### src/rtl/gray_counter_if.sv
// Control and result bundle for gray_counter: the master drives the strobes and
// the load value, and the slave (the counter) returns the binary count, the Gray count and wrap.
interface gray_counter_if #(
    parameter int WIDTH = 8
);
    logic             en;
    logic             up;
    logic             load;
    logic             load_gray;
    logic [WIDTH-1:0] load_val;
    logic [WIDTH-1:0] bin_out;
    logic [WIDTH-1:0] gray_out;
    logic             wrap;

    modport master (
        output en, up, load, load_gray, load_val,
        input  bin_out, gray_out, wrap
    );

    modport slave (
        input  en, up, load, load_gray, load_val,
        output bin_out, gray_out, wrap
    );
endinterface

### src/rtl/gray_counter.sv
// Registered up/down Gray-code counter with binary/Gray load and a wrap pulse.
// Define GRAY_COUNTER_SAT_EN to saturate at the ends; wrap then flags each blocked step.
module gray_counter #(
    parameter int          WIDTH     = 8,
    parameter int unsigned RESET_VAL = 0
) (
    input logic         clk,
    input logic         rst_n,
    gray_counter_if.slave bus
);
    localparam logic [WIDTH-1:0] MAX_VAL  = '1;
    localparam logic [WIDTH-1:0] RST_BIN  = RESET_VAL[WIDTH-1:0];
    localparam logic [WIDTH-1:0] RST_GRAY = RST_BIN ^ (RST_BIN >> 1);

    logic [WIDTH-1:0] bin_p1;
    logic [WIDTH-1:0] gray_p1;
    logic             wrap_p1;
    logic [WIDTH-1:0] bin_next;
    logic             wrap_next;

    function automatic logic [WIDTH-1:0] bin_to_gray(input logic [WIDTH-1:0] b);
        return b ^ (b >> 1);
    endfunction

    function automatic logic [WIDTH-1:0] gray_to_bin(input logic [WIDTH-1:0] g);
        logic [WIDTH-1:0] b;
        b[WIDTH-1] = g[WIDTH-1];
        for (int i = WIDTH - 2; i >= 0; i--) begin
            b[i] = b[i+1] ^ g[i];
        end
        return b;
    endfunction

    // Returns {boundary_hit, next_value}; in saturating mode the value holds at the boundary.
    function automatic logic [WIDTH:0] count_step(input logic [WIDTH-1:0] b, input logic dir);
        logic             at_edge;
        logic [WIDTH-1:0] nxt;
        at_edge = dir ? (b == MAX_VAL) : (b == '0);
        nxt     = dir ? (b + 1'b1) : (b - 1'b1);
`ifdef GRAY_COUNTER_SAT_EN
        if (at_edge) begin
            nxt = b;
        end
`endif
        return {at_edge, nxt};
    endfunction

    always_comb begin
        bin_next  = bin_p1;
        wrap_next = 1'b0;
        if (bus.load) begin
            bin_next = bus.load_gray ? gray_to_bin(bus.load_val) : bus.load_val;
        end else if (bus.en) begin
            {wrap_next, bin_next} = count_step(bin_p1, bus.up);
        end
    end

    // Stage p1: both code forms derive from the same next value and register together.
    always_ff @(posedge clk or negedge rst_n) begin
        if (!rst_n) begin
            bin_p1  <= RST_BIN;
            gray_p1 <= RST_GRAY;
            wrap_p1 <= 1'b0;
        end else begin
            bin_p1  <= bin_next;
            gray_p1 <= bin_to_gray(bin_next);
            wrap_p1 <= wrap_next;
        end
    end

    assign bus.bin_out  = bin_p1;
    assign bus.gray_out = gray_p1;
    assign bus.wrap     = wrap_p1;
endmodule

### src/flat_wrapper.sv
// flat-port wrapper written by rule: the top's interface ports become plain ports
module gray_counter_flat 
#(
    parameter int          WIDTH     = 8,
    parameter int unsigned RESET_VAL = 0
)
  (clk, rst_n, bus_en, bus_up, bus_load, bus_load_gray, bus_load_val, bus_bin_out, bus_gray_out, bus_wrap);
  gray_counter_if #(.WIDTH(WIDTH)) bus_i ();
  input logic clk;
  input logic rst_n;
  input wire logic [$bits(bus_i.en)-1:0] bus_en;
  input wire logic [$bits(bus_i.up)-1:0] bus_up;
  input wire logic [$bits(bus_i.load)-1:0] bus_load;
  input wire logic [$bits(bus_i.load_gray)-1:0] bus_load_gray;
  input wire logic [$bits(bus_i.load_val)-1:0] bus_load_val;
  output wire logic [$bits(bus_i.bin_out)-1:0] bus_bin_out;
  output wire logic [$bits(bus_i.gray_out)-1:0] bus_gray_out;
  output wire logic [$bits(bus_i.wrap)-1:0] bus_wrap;
  assign bus_i.en = bus_en;
  assign bus_i.up = bus_up;
  assign bus_i.load = bus_load;
  assign bus_i.load_gray = bus_load_gray;
  assign bus_i.load_val = bus_load_val;
  assign bus_bin_out = bus_i.bin_out;
  assign bus_gray_out = bus_i.gray_out;
  assign bus_wrap = bus_i.wrap;
  gray_counter #(.WIDTH(WIDTH), .RESET_VAL(RESET_VAL)) u_core (.clk(clk), .rst_n(rst_n), .bus(bus_i));
endmodule
### config.mk
export PLATFORM = sky130hd
export DESIGN_NAME = gray_counter_flat
export DESIGN_NICKNAME = d
export VERILOG_FILES = /design/src/rtl/gray_counter_if.sv /design/src/rtl/gray_counter.sv /design/src/flat_wrapper.sv
export SDC_FILE = /design/constraint.sdc
export NUM_CORES = 1
export LEC_CHECK = 0
export ABC_AREA = 1
export CORE_MARGIN = 5
export CORE_UTILIZATION = 45
export CTS_BUF_LIST = sky130_fd_sc_hd__clkbuf_4
export CTS_CLUSTER_DIAMETER = 80
export DETAILED_ROUTE_END_ITERATION = 10
export PLACE_DENSITY_LB_ADDON = 0.2
export SLEW_MARGIN = 15
export SYNTH_ARGS = -nofsm -noshare
export SYNTH_HDL_FRONTEND = slang
export SYNTH_SLANG_ARGS = --single-unit
export TNS_END_PERCENT = 50
### constraint.sdc
create_clock -name clk -period 5.4 [get_ports clk]
set_input_delay 0.54 -clock clk [delete_from_list [all_inputs] [get_ports clk]]
set_output_delay 0.54 -clock clk [all_outputs]
set_load 0.02 [all_outputs]
# Word level (Yosys, flattened, before mapping)
# Index checks and enable logic that the tools add are counted.
# classes
addsub	2
eq_ne	1
mux	7
bitwise_logic	8
n_reduce_logical	1
# op_table
op	n
two-way mux 8 bit	3
adder 8 x 1 -> 8 bit (second input constant)	1
== test 8 bit (second input constant)	1
logical NOT 8 bit	1
subtractor 8 x 1 -> 8 bit (second input constant)	1
bitwise XOR 8 x 7 -> 8 bit	1
two-way mux 7 bit	1
bitwise XOR 1 bit	7
two-way mux 1 bit	3
# word_totals
ff_bits	17
out_inout_bits	17
elab_cells	22

# Logic depth before layout (Yosys ltp)
# logic_depth
depth_word	10
ltp_mapped	14

# Worst setup path before layout
# OpenSTA, ideal clock, no wires.
# synth_timing
path_kind	input port to flip-flop
start	in bus_up
end	reg u_core.gray_p1[4], in the netlist u_core.bus.gray_out[4]
setup_time_ns	0.079
arrival_time_ns	1.857
t_required_ns	5.321
slack_ns	3.463
path_stages	9
path_buffers	0
cell_sequence	inv_1 > ha_1 > a21o_2 > a21oi_1 > nand2_1 > xor2_1 > nand2_1 > a21oi_4 > xor2_1
# synth_via
elab_chain_cells	4
# synth_rtl
element	line	source
start: declaration	flat_wrapper.sv:12	input wire logic [$bits(bus_i.up)-1:0] bus_up;
two-way mux 8 bit	gray_counter.sv:39	nxt = dir ? (b + 1'b1) : (b - 1'b1);
two-way mux 8 bit	gray_counter.sv:53	end else if (bus.en) begin
two-way mux 8 bit	gray_counter.sv:51	if (bus.load) begin
via u_core.bin_next[5]	gray_counter.sv:18	logic [WIDTH-1:0] bin_next;
bitwise XOR 8 x 7 -> 8 bit	gray_counter.sv:22	return b ^ (b >> 1);
end signal: assignment	gray_counter.sv:66	gray_p1 <= bin_to_gray(bin_next);
end: declaration	gray_counter.sv:16	logic [WIDTH-1:0] gray_p1;
# The timed path passes the listed nets, and every way through them passes these cells.

# Worst setup path in the final report
# Same ends and word-level chain as after synthesis.

==> reports/qor.yml <==
reg2reg_to: "u_core.bus.gray_out[4]"
grt_setup_unrepaired: "false"
min_period_over_period_pct: 45.2
synthesis.instances: 171
core-area_um2: 2710
rows: 19
grt_start_max_net_pins: 17
die_area_um2: 3960
mostFrequentLayoutCells: "sky130_fd_sc_hd__nand2_1, sky130_fd_sc_hd__clkdlybuf4s50_1, sky130_fd_sc_hd__inv_1"
proportion_of_layout_cells_with_a_drive_suffix_above_1_pct: 10.9
synthTopCellsByArea: "sky130_fd_sc_hd__dfrtp_1, sky130_fd_sc_hd__nand2_1, sky130_fd_sc_hd__inv_1, sky130_fd_sc_hd__ha_1, sky130_fd_sc_hd__xor2_1"
finalNetCount: 224
cp_max_fo: 7
wire_length_of_the_first_global_routing_pass_um: 5220
timing.reg2reg.worst_path_depth: 11
ctsLongestPathBuffers: 2
initial_utilization_pct: 46.5
synth-adder-area-share_pct: 7.54
element_type_at_the_critical_path_start: "primary input"
cts_max_level: 1
largest_family_of_logic_cells_by_synthesized_area: "simple AND/OR/NAND/NOR gates"
drt_iter0_drc: 88
layout.cells.most_common: "sky130_fd_sc_hd__nand2_1"
tightestPinTransition_ns: 0.679
cts_hold_buffers: 0
outcome: "finished, final reports clean"
dr_total_vias: 1225
die_x_um: 62.9
grt.total_usage_pct: 15.9
dp_hpwl_um: 2580
xor_and_xnor_area_share_after_synthesis_pct: 7.64
most_used_flip_flop_cell_after_synthesis: "sky130_fd_sc_hd__dfrtp_1"
proportion_of_register_bits_with_asynchronous_set_or_reset_after_synthesis_pct: 100
cts.repair.resized: 0
hold_path_class: "in -> async"
worst_setup_path_end_kind: "flip-flop"
drtAntennaViolNets: 0
worstPathArrival_ns: 2.64
timing.final.crit_period_ns: 2.44
pwr_density_cell_nw_per_um2: 294
timing_max_transition_violations_final: 0
clk_skew_ns: 0.00146
post-route-cell-area_um2: 1610
power.internal_mw: 0.279
finalHoldViolCount: 0
synth.lib_cells_used.distinct: 27
diodes: 0
vdd.ir_drop.worst_mv: 0.314
layout-area-overhead-vs-synth_pct: 27.3
synth.yosys.warnings: 0
setup-tns-final_ns: 0
post_drt_via_cell_ratio: 5.28
first_pass_iters: 4
finalWirelength_um: 3090
chipHeight_um: 62.9
clk_root_buffer_cell: "sky130_fd_sc_hd__clkbuf_4"
wl_per_cell_um: 13.3
timing.setup.critical_path_class: "in -> reg"
grt_remaining_overflow: 0
syn-cell-area_um2: 1260
synth.mux.area_fraction_pct: 0
synth_top_area_share_pct: 31.7
post_dp_cell_area_um2: 1580
clkLatencyLatePin_ns: 0.27
num_io_pins: 31
p_comb_share_pct: 52.2
postCtsSetupRepairBufs: 0
rrSetupSlack_ns: 3.24
synth_register_bits: 16
avgSynthCellArea_um2: 7.38
timing.critical_path.required_ns: 5.60
cts_tree: "built"
pwr-share-seq_pct: 35.6
timing.max_slew.rel_slack_pct: 54.6
setup_viol: 0
route.detailed.drc: 0
finalWeightedCongestion: 0.899
antenna_found_initial: 0
mappedNetlistNets: 192
fin_hold_ws_ns: 0.674
synthSimpleGateAreaFrac_pct: 31.2
rr_startpoint: "u_core.bus.bin_out[0]"
cts_inserted_buffers: 3
synth_compound_area_share_pct: 12.2
peak_clock_frequency_supported_by_timing_mhz: 410
number_of_max_cap_violations: 0
layout.filler_cells: 266
yosysSeqAreaShare_pct: 31.7
power.share.switching_pct: 41.0
number_of_global_route_vias_before_repair: 1213
post-synth-top-area-cell: "sky130_fd_sc_hd__dfrtp_1"
path_clk_slew_ns: 0.08
net-switching-power_mw: 0.194
port_buffers: 30
tritoncts_num_sinks: 16
synth_edf_count: 0
pwr-share-clk_pct: 12.2
leakagePower_nw: 0.800
state kept, by name, indices dropped and copies added (netlist names):
name / count
u_core.bus.wrap: 1
u_core.bus.bin_out: 8
u_core.bus.gray_out: 7
synth_stat cells, types with 3 or more instances:
cell type                 instances
sky130_fd_sc_hd__a21oi_1         12
sky130_fd_sc_hd__dfrtp_1         16
sky130_fd_sc_hd__ha_1             6
sky130_fd_sc_hd__inv_1           23
sky130_fd_sc_hd__inv_2            3
sky130_fd_sc_hd__nand2_1         42
sky130_fd_sc_hd__nand2_2          8
sky130_fd_sc_hd__nand3_1          7
sky130_fd_sc_hd__nand3_2          5
sky130_fd_sc_hd__nand4_1          7
sky130_fd_sc_hd__nor2_1           5
sky130_fd_sc_hd__nor4_1           3
sky130_fd_sc_hd__o21ai_0          8
sky130_fd_sc_hd__xnor2_1          4
sky130_fd_sc_hd__xor2_1           7
kinds of logic after synthesis:
family	Yosys count
adders and majority gates	7
DFF	16
and+or+nand+nor	80
AOI/OAI and AO/OA	26
xor gates and xnor gates	11
buffers and inverters	31
power groups by stage:
stage          clock (mW)  sequential [mW]  combinational (mW)
6_report           0.0577            0.168               0.247
5_1_grt            0.0655            0.171               0.270
4_1_cts            0.0591            0.168               0.248
3_5_place_dp            0            0.171               0.247
3_3_place_gp            0            0.170               0.242
2_1_floorplan           0            0.198               0.119
worst max-delay path by stage:
stage | end | cells past startpoint | slack (ns) | startpoint
after detailed placement | u_core.bus.gray_out[4] | 11 | 2.71 | bus_up
after CTS | u_core.bus.gray_out[4] | 11 | 2.99 | bus_up
after global routing | u_core.bus.gray_out[4] | 11 | 2.78 | bus_up
after global placement | u_core.bus.gray_out[4] | 10 | 2.77 | bus_up
after floorplan | u_core.bus.gray_out[4] | 9 | 3.46 | bus_up
final | u_core.bus.gray_out[4] | 11 | 2.96 | bus_up
per-stage QoR:
step | util [%] | cells | power [mW] | worst slack, ns
2_1_floorplan | - | 171 | 0.317 | 3.46
3_3_place_gp | 58.4 | 229 | 0.412 | 2.77
3_5_place_dp | 58.4 | 229 | 0.418 | 2.71
4_1_cts | 59.2 | 232 | 0.475 | 2.99
5_1_grt | 59.2 | 232 | 0.507 | 2.78
6_report | 59.2 | 232 | 0.473 | 2.96
per-layer routing:
| metal | wire (um) | track usage [%] | vias up |
|---|---|---|---|
| met1 | 1230 | 16.9 | 550 |
| met3 | 232 | 4.32 | 4 |
| li1 | - | - | 620 |
| met4 | 38 | 3.71 | 0 |
| met5 | 0 | 0 | - |
| met2 | 1590 | 30.4 | 51 |
layout make-up:
cell class | count | area [um^2] | area share, %
clock buffers | 3 | 22.5 | 1.40
inverters | 28 | 105 | 6.55
multi-input cells | 124 | 738 | 46.0
flip-flops and latches | 16 | 400 | 24.9
well taps | 31 | 38.8 | 2.42
repair buffers | 30 | 300 | 18.7
worst max-delay path, cell delays in order:
cell,delay [ns]
sky130_fd_sc_hd__clkdlybuf4s50_1,0.57
sky130_fd_sc_hd__inv_1,0.17
sky130_fd_sc_hd__ha_1,0.37
sky130_fd_sc_hd__nand2_1,0.10
sky130_fd_sc_hd__clkinv_1,0.10
sky130_fd_sc_hd__a21oi_1,0.15
sky130_fd_sc_hd__nand2_1,0.08
sky130_fd_sc_hd__xor2_1,0.12
sky130_fd_sc_hd__nand2_1,0.10
sky130_fd_sc_hd__a21oi_4,0.18
sky130_fd_sc_hd__xor2_1,0.15
No activity file was read; power rests on OpenSTA's default activity.
==> edit 1, RTL diff (same flow settings) <==
The option `GRAY_COUNTER_SAT_EN` is turned on by a define.
--- a/src/rtl/gray_counter.sv
+++ b/src/rtl/gray_counter.sv
@@ -1,5 +1,7 @@
 // Registered up/down Gray-code counter with binary/Gray load and a wrap pulse.
 // Define GRAY_COUNTER_SAT_EN to saturate at the ends; wrap then flags each blocked step.
+`define GRAY_COUNTER_SAT_EN
+
 module gray_counter #(
     parameter int          WIDTH     = 8,
     parameter int unsigned RESET_VAL = 0
Check against the original RTL: not equivalent (a bounded check fails within 4 cycles, from zero or initial values and one cycle with rst_n low).
==> edit 1 against the unedited design <==
  * Cell area is 2.8% higher
  * Area after synthesis is 6.2% higher
  * Power is 2.6% higher
  * Synthesized cell count is 12% higher
  * Worst setup slack worse by 0.045 ns
  * Largest cell class unchanged
  * Sequential cell count stayed put
  * Routed wire length is 6.5% higher
  * Global-route usage is 1.2 points higher
==> edit 1: results (changes against the unedited design) <==
metric	value	unit	change
outcome	finished clean		
post-synthesis compound-gate area fraction	10.7	%	-1.5 points
Detailed Route Iter0 Violations	46		-48%
Seq/Total Area, Yosys	29.9	%	-1.8 points
FFs w/ async S/R, synth	100	%	unchanged
critical path startpoint	bus_up		
Worst path top cell family by delay	buffers and inverters		
nets@finish	242		+8.0%
Pre-antenna DRT Iters	4		unchanged
critical path data arrival time	2.65	ns	about the same
Worst Setup Slack post-DPL	2.64	ns	-0.0601 ns
dpl hpwl	2.77	mm	+7.5%
reg2reg start	u_core.bus.bin_out[0]$_DFF_PN0_		
Synth area leaders	dfrtp_1 (30%), nand2_1 (17%), nand3_1 (8.2%)		
largest net degree at the start of global routing	17		unchanged
synth unique cells	29		+7.4%
top post-synthesis cells by count	nand2_1 (59), inv_1 (22), nand3_1 (22)		
peak supply drop	99.3	uV	-68%
syn_nets	212		+10%
CP max stage cell	clkdlybuf4s50_1		
clk root buf	clkbuf_4		
Placed Area	1630	um^2	+2.8%
total routed wirelength	3.29	mm	+6.5%
dominant synthesized flop cell	dfrtp_1		
synth warn	0		unchanged
vias in the first global route	1331		+9.7%
Post-Synth Adder-Cell Area	7.10	%	-0.44 points
first-pass GRT wire length	5.79	mm	+11%
Rel. slew slack	56.7	%	+2.0 points
Post-CTS Setup Inserts	0		unchanged
skew final	0.000471	ns	-0.000987 ns
Vias/cell	5.19		-1.7%
share of cells above drive strength 1	7.76	%	-3.2 points
slowest stage delay, CP	0.56	ns	
PortBufs	30		unchanged
GRT Overall Usage	17.1	%	+1.2 points
Post-Synth XOR/XNOR Area	5.23	%	-2.4 points
GP Congestion	0.901		+0.22%
deepest clock path buffer count	2		unchanged
LEAKAGE	0.836	nW	+4.4%
-- edit 1: metal layers --
metal	part of all wire, %	GRT usage [%]
met5	0	0
met4	1.6	5.80
met3	5.1	2.07
met2	47	30.2
met1	47	21.8
-- edit 1: layout make-up --
cell class                 count  area [um^2]
fill                         279         1150
multi-input combinational    144          791
sequential                    16          400
timing repair buffer          30          300
inverter                      26         97.6
tap                           31         38.8
clock buffer                   3         22.5
-- edit 1: worst reg2reg max path: stages (launching register included) --
cell	delay, ns
dfrtp_1	0.51
inv_1	0.19
fa_1	0.51
inv_1	0.10
nand4_1	0.11
nand3_1	0.10
nand2_1	0.05
nand3_1	0.08
nand2_1	0.05
nand2_1	0.12
inv_2	0.07
nand3_1	0.08
nand2_1	0.05
-- edit 1: worst paths after layout --
kind	slack [ns]	depth (start not counted)	endpoint
setup / recovery	2.91	13	u_core.bus.gray_out[6]$_DFF_PN0_
hold / removal	0.66	1	u_core.bus.gray_out[6]$_DFF_PN0_
setup reg to reg	3.28	12	u_core.bus.gray_out[6]$_DFF_PN0_
hold reg to reg	0.72	2	u_core.bus.wrap$_DFF_PN0_
max in group asynchronous	4.32	1	u_core.bus.gray_out[0]$_DFF_PN0_
min in group clk	0.72	2	u_core.bus.wrap$_DFF_PN0_
-- edit 1: logic make-up after synthesis --
kind of cell,Yosys count
xor+xnor,8
fa+ha+maj,7
buf+inv,31
simple gates,105
flops,16
compound gates,24
-- edit 1: stage by stage --
step | total power [mW] | instances
after detailed placement | 0.430 | 247
after floorplan | 0.333 | 191
after global placement | 0.430 | 247
final | 0.485 | 250
after global routing | 0.524 | 250
after CTS | 0.487 | 250
-- edit 1: power breakdown --
part / switching (mW) / internal, mW
clock network: 0.0317 / 0.0258
logic: 0.146 / 0.115
registers: 0.0229 / 0.144
total: 0.200 / 0.285
==> edit 2, RTL diff (same flow settings) <==
Made on the original files. Make the reset (`rst_n`) synchronous in one clocked block.
--- a/src/rtl/gray_counter.sv
+++ b/src/rtl/gray_counter.sv
@@ -56,7 +56,7 @@
     end
 
     // Stage p1: both code forms derive from the same next value and register together.
-    always_ff @(posedge clk or negedge rst_n) begin
+    always_ff @(posedge clk) begin
         if (!rst_n) begin
             bin_p1  <= RST_BIN;
             gray_p1 <= RST_GRAY;
Formal check against the unedited RTL: differs if rst_n is asserted again (counterexample within 4 cycles, from zero or initial values and one cycle with rst_n low); with rst_n held inactive, the same outputs for 10 cycles.
==> edit 2 against the unedited design <==
  * Utilization shrank 0.14 points
  * Die area shrank 0.25%
  * Routed wire length increased by 2.0%
  * Sequential cell count is the same
  * Power is 19% lower
  * Via count rose by 4.4%
  * Area after synthesis fell by 0.30%
  * Worst setup slack lost 0.059 ns
  * Cell area is 0.23% lower
  * Critical endpoint is now u_core.bus.gray_out[4]$_SDFF_PN0_
  * Highest routed layer unchanged
==> edit 2: results (changes against the unedited design) <==
metric	value	unit	change
post-synthesis compound-gate area fraction	15.3	%	+3.1 points
Synth area leaders	dfxtp_1 (25%), nand2_1 (12%), inv_1 (6.9%)		
Fillers	276		+3.8%
Detailed Route Iter0 Violations	59		-33%
vias in the first global route	1226		+1.1%
outcome	finished clean		
instance count of the mapped netlist	183		+7.0%
CP endpoint	u_core.bus.gray_out[4]$_SDFF_PN0_		
hold crit path type	reg -> reg		
total routed wirelength	3.15	mm	+2.0%
largest net degree at the start of global routing	13		-4
peak supply drop	209	uV	-33%
GRT Overall Usage	16.6	%	+0.65 points
share of cells above drive strength 1	14.1	%	+3.1 points
Post-Synth XOR/XNOR Area	5.57	%	-2.1 points
syn_nets	204		+6.3%
Seq/Total Area, Yosys	25.5	%	-6.3 points
vias	1279		+4.4%
dpl hpwl	2.65	mm	+2.7%
Reg2Reg Setup Slack	3.28	ns	+0.04 ns
synth unique cells	34		+26%
Post-Synth Adder-Cell Area	7.56	%	+0.023 points
worst-margin pin slew	0.526	ns	-0.152 ns
LEAKAGE	0.766	nW	-4.3%
top post-synthesis cells by count	nand2_1 (39), inv_1 (23), dfxtp_1 (16)		
internal power	233	uW	-16%
GP Congestion	0.845		-5.9%
drt wl/cell	12.9	um	-3.0%
Placed Cells incl. Taps	241		+5.2%
first-pass GRT wire length	5.51	mm	+5.6%
critical path data arrival time	2.68	ns	+0.04 ns
reg2reg start	u_core.bus.bin_out[0]$_SDFF_PN0_		
r2r worst-path depth	11		unchanged
[edit 2: changes by cell type after synthesis, moves of 3 or more]
cell	before	now
xor2_1	7	3
nor2_2	0	3
nor2_1	5	15
dfrtp_1	16	0
o21ai_0	8	2
o21ai_1	0	4
dfxtp_1	0	16
nand2_1	42	39
[edit 2: routing by layer]
metal / vias to the layer above / part of all wire (%) / GRT usage, %
met1: 577 / 49 / 22.2
met4: 0 / 1.9 / 5.84
met5: - / 0 / 0
met2: 29 / 45 / 27.3
li1: 666 / - / -
met3: 7 / 3.9 / 1.62
[edit 2: critical path, stage by stage]
cell and delay [ns]:
clkdlybuf4s50_1 0.54, inv_1 0.17, ha_1 0.39, a21oi_1 0.20, nand2_1 0.09, xor2_1 0.20
a21oi_1 0.11, a21oi_2 0.20, nor2_2 0.08, nor2_1 0.11, nor2_1 0.04
[edit 2: layout make-up]
cell class | instances | area [um^2] | area share (%)
clock buffers | 3 | 22.5 | 1.41
inverters | 27 | 101 | 6.33
multi-input cells | 137 | 818 | 51.1
flip-flops and latches | 16 | 320 | 20.0
well taps | 31 | 38.8 | 2.42
repair buffers | 30 | 300 | 18.7
[edit 2: power groups by stage]
stage	combinational [mW]	sequential, mW	clock, mW
6_report	0.178	0.143	0.0604
5_1_grt	0.198	0.145	0.0673
4_1_cts	0.179	0.143	0.0616
3_5_place_dp	0.178	0.146	0
3_3_place_gp	0.176	0.146	0
2_1_floorplan	0.100	0.161	0
[edit 2: stage by stage]
| step | hold WS, ns | worst slack, ns |
|---|---|---|
| after global placement | 0.709 | 2.65 |
| after floorplan | 0.656 | 3.46 |
| after CTS | 0.743 | 2.90 |
| after global routing | 0.838 | 2.62 |
| after detailed placement | 0.728 | 2.61 |
| final | 0.753 | 2.90 |
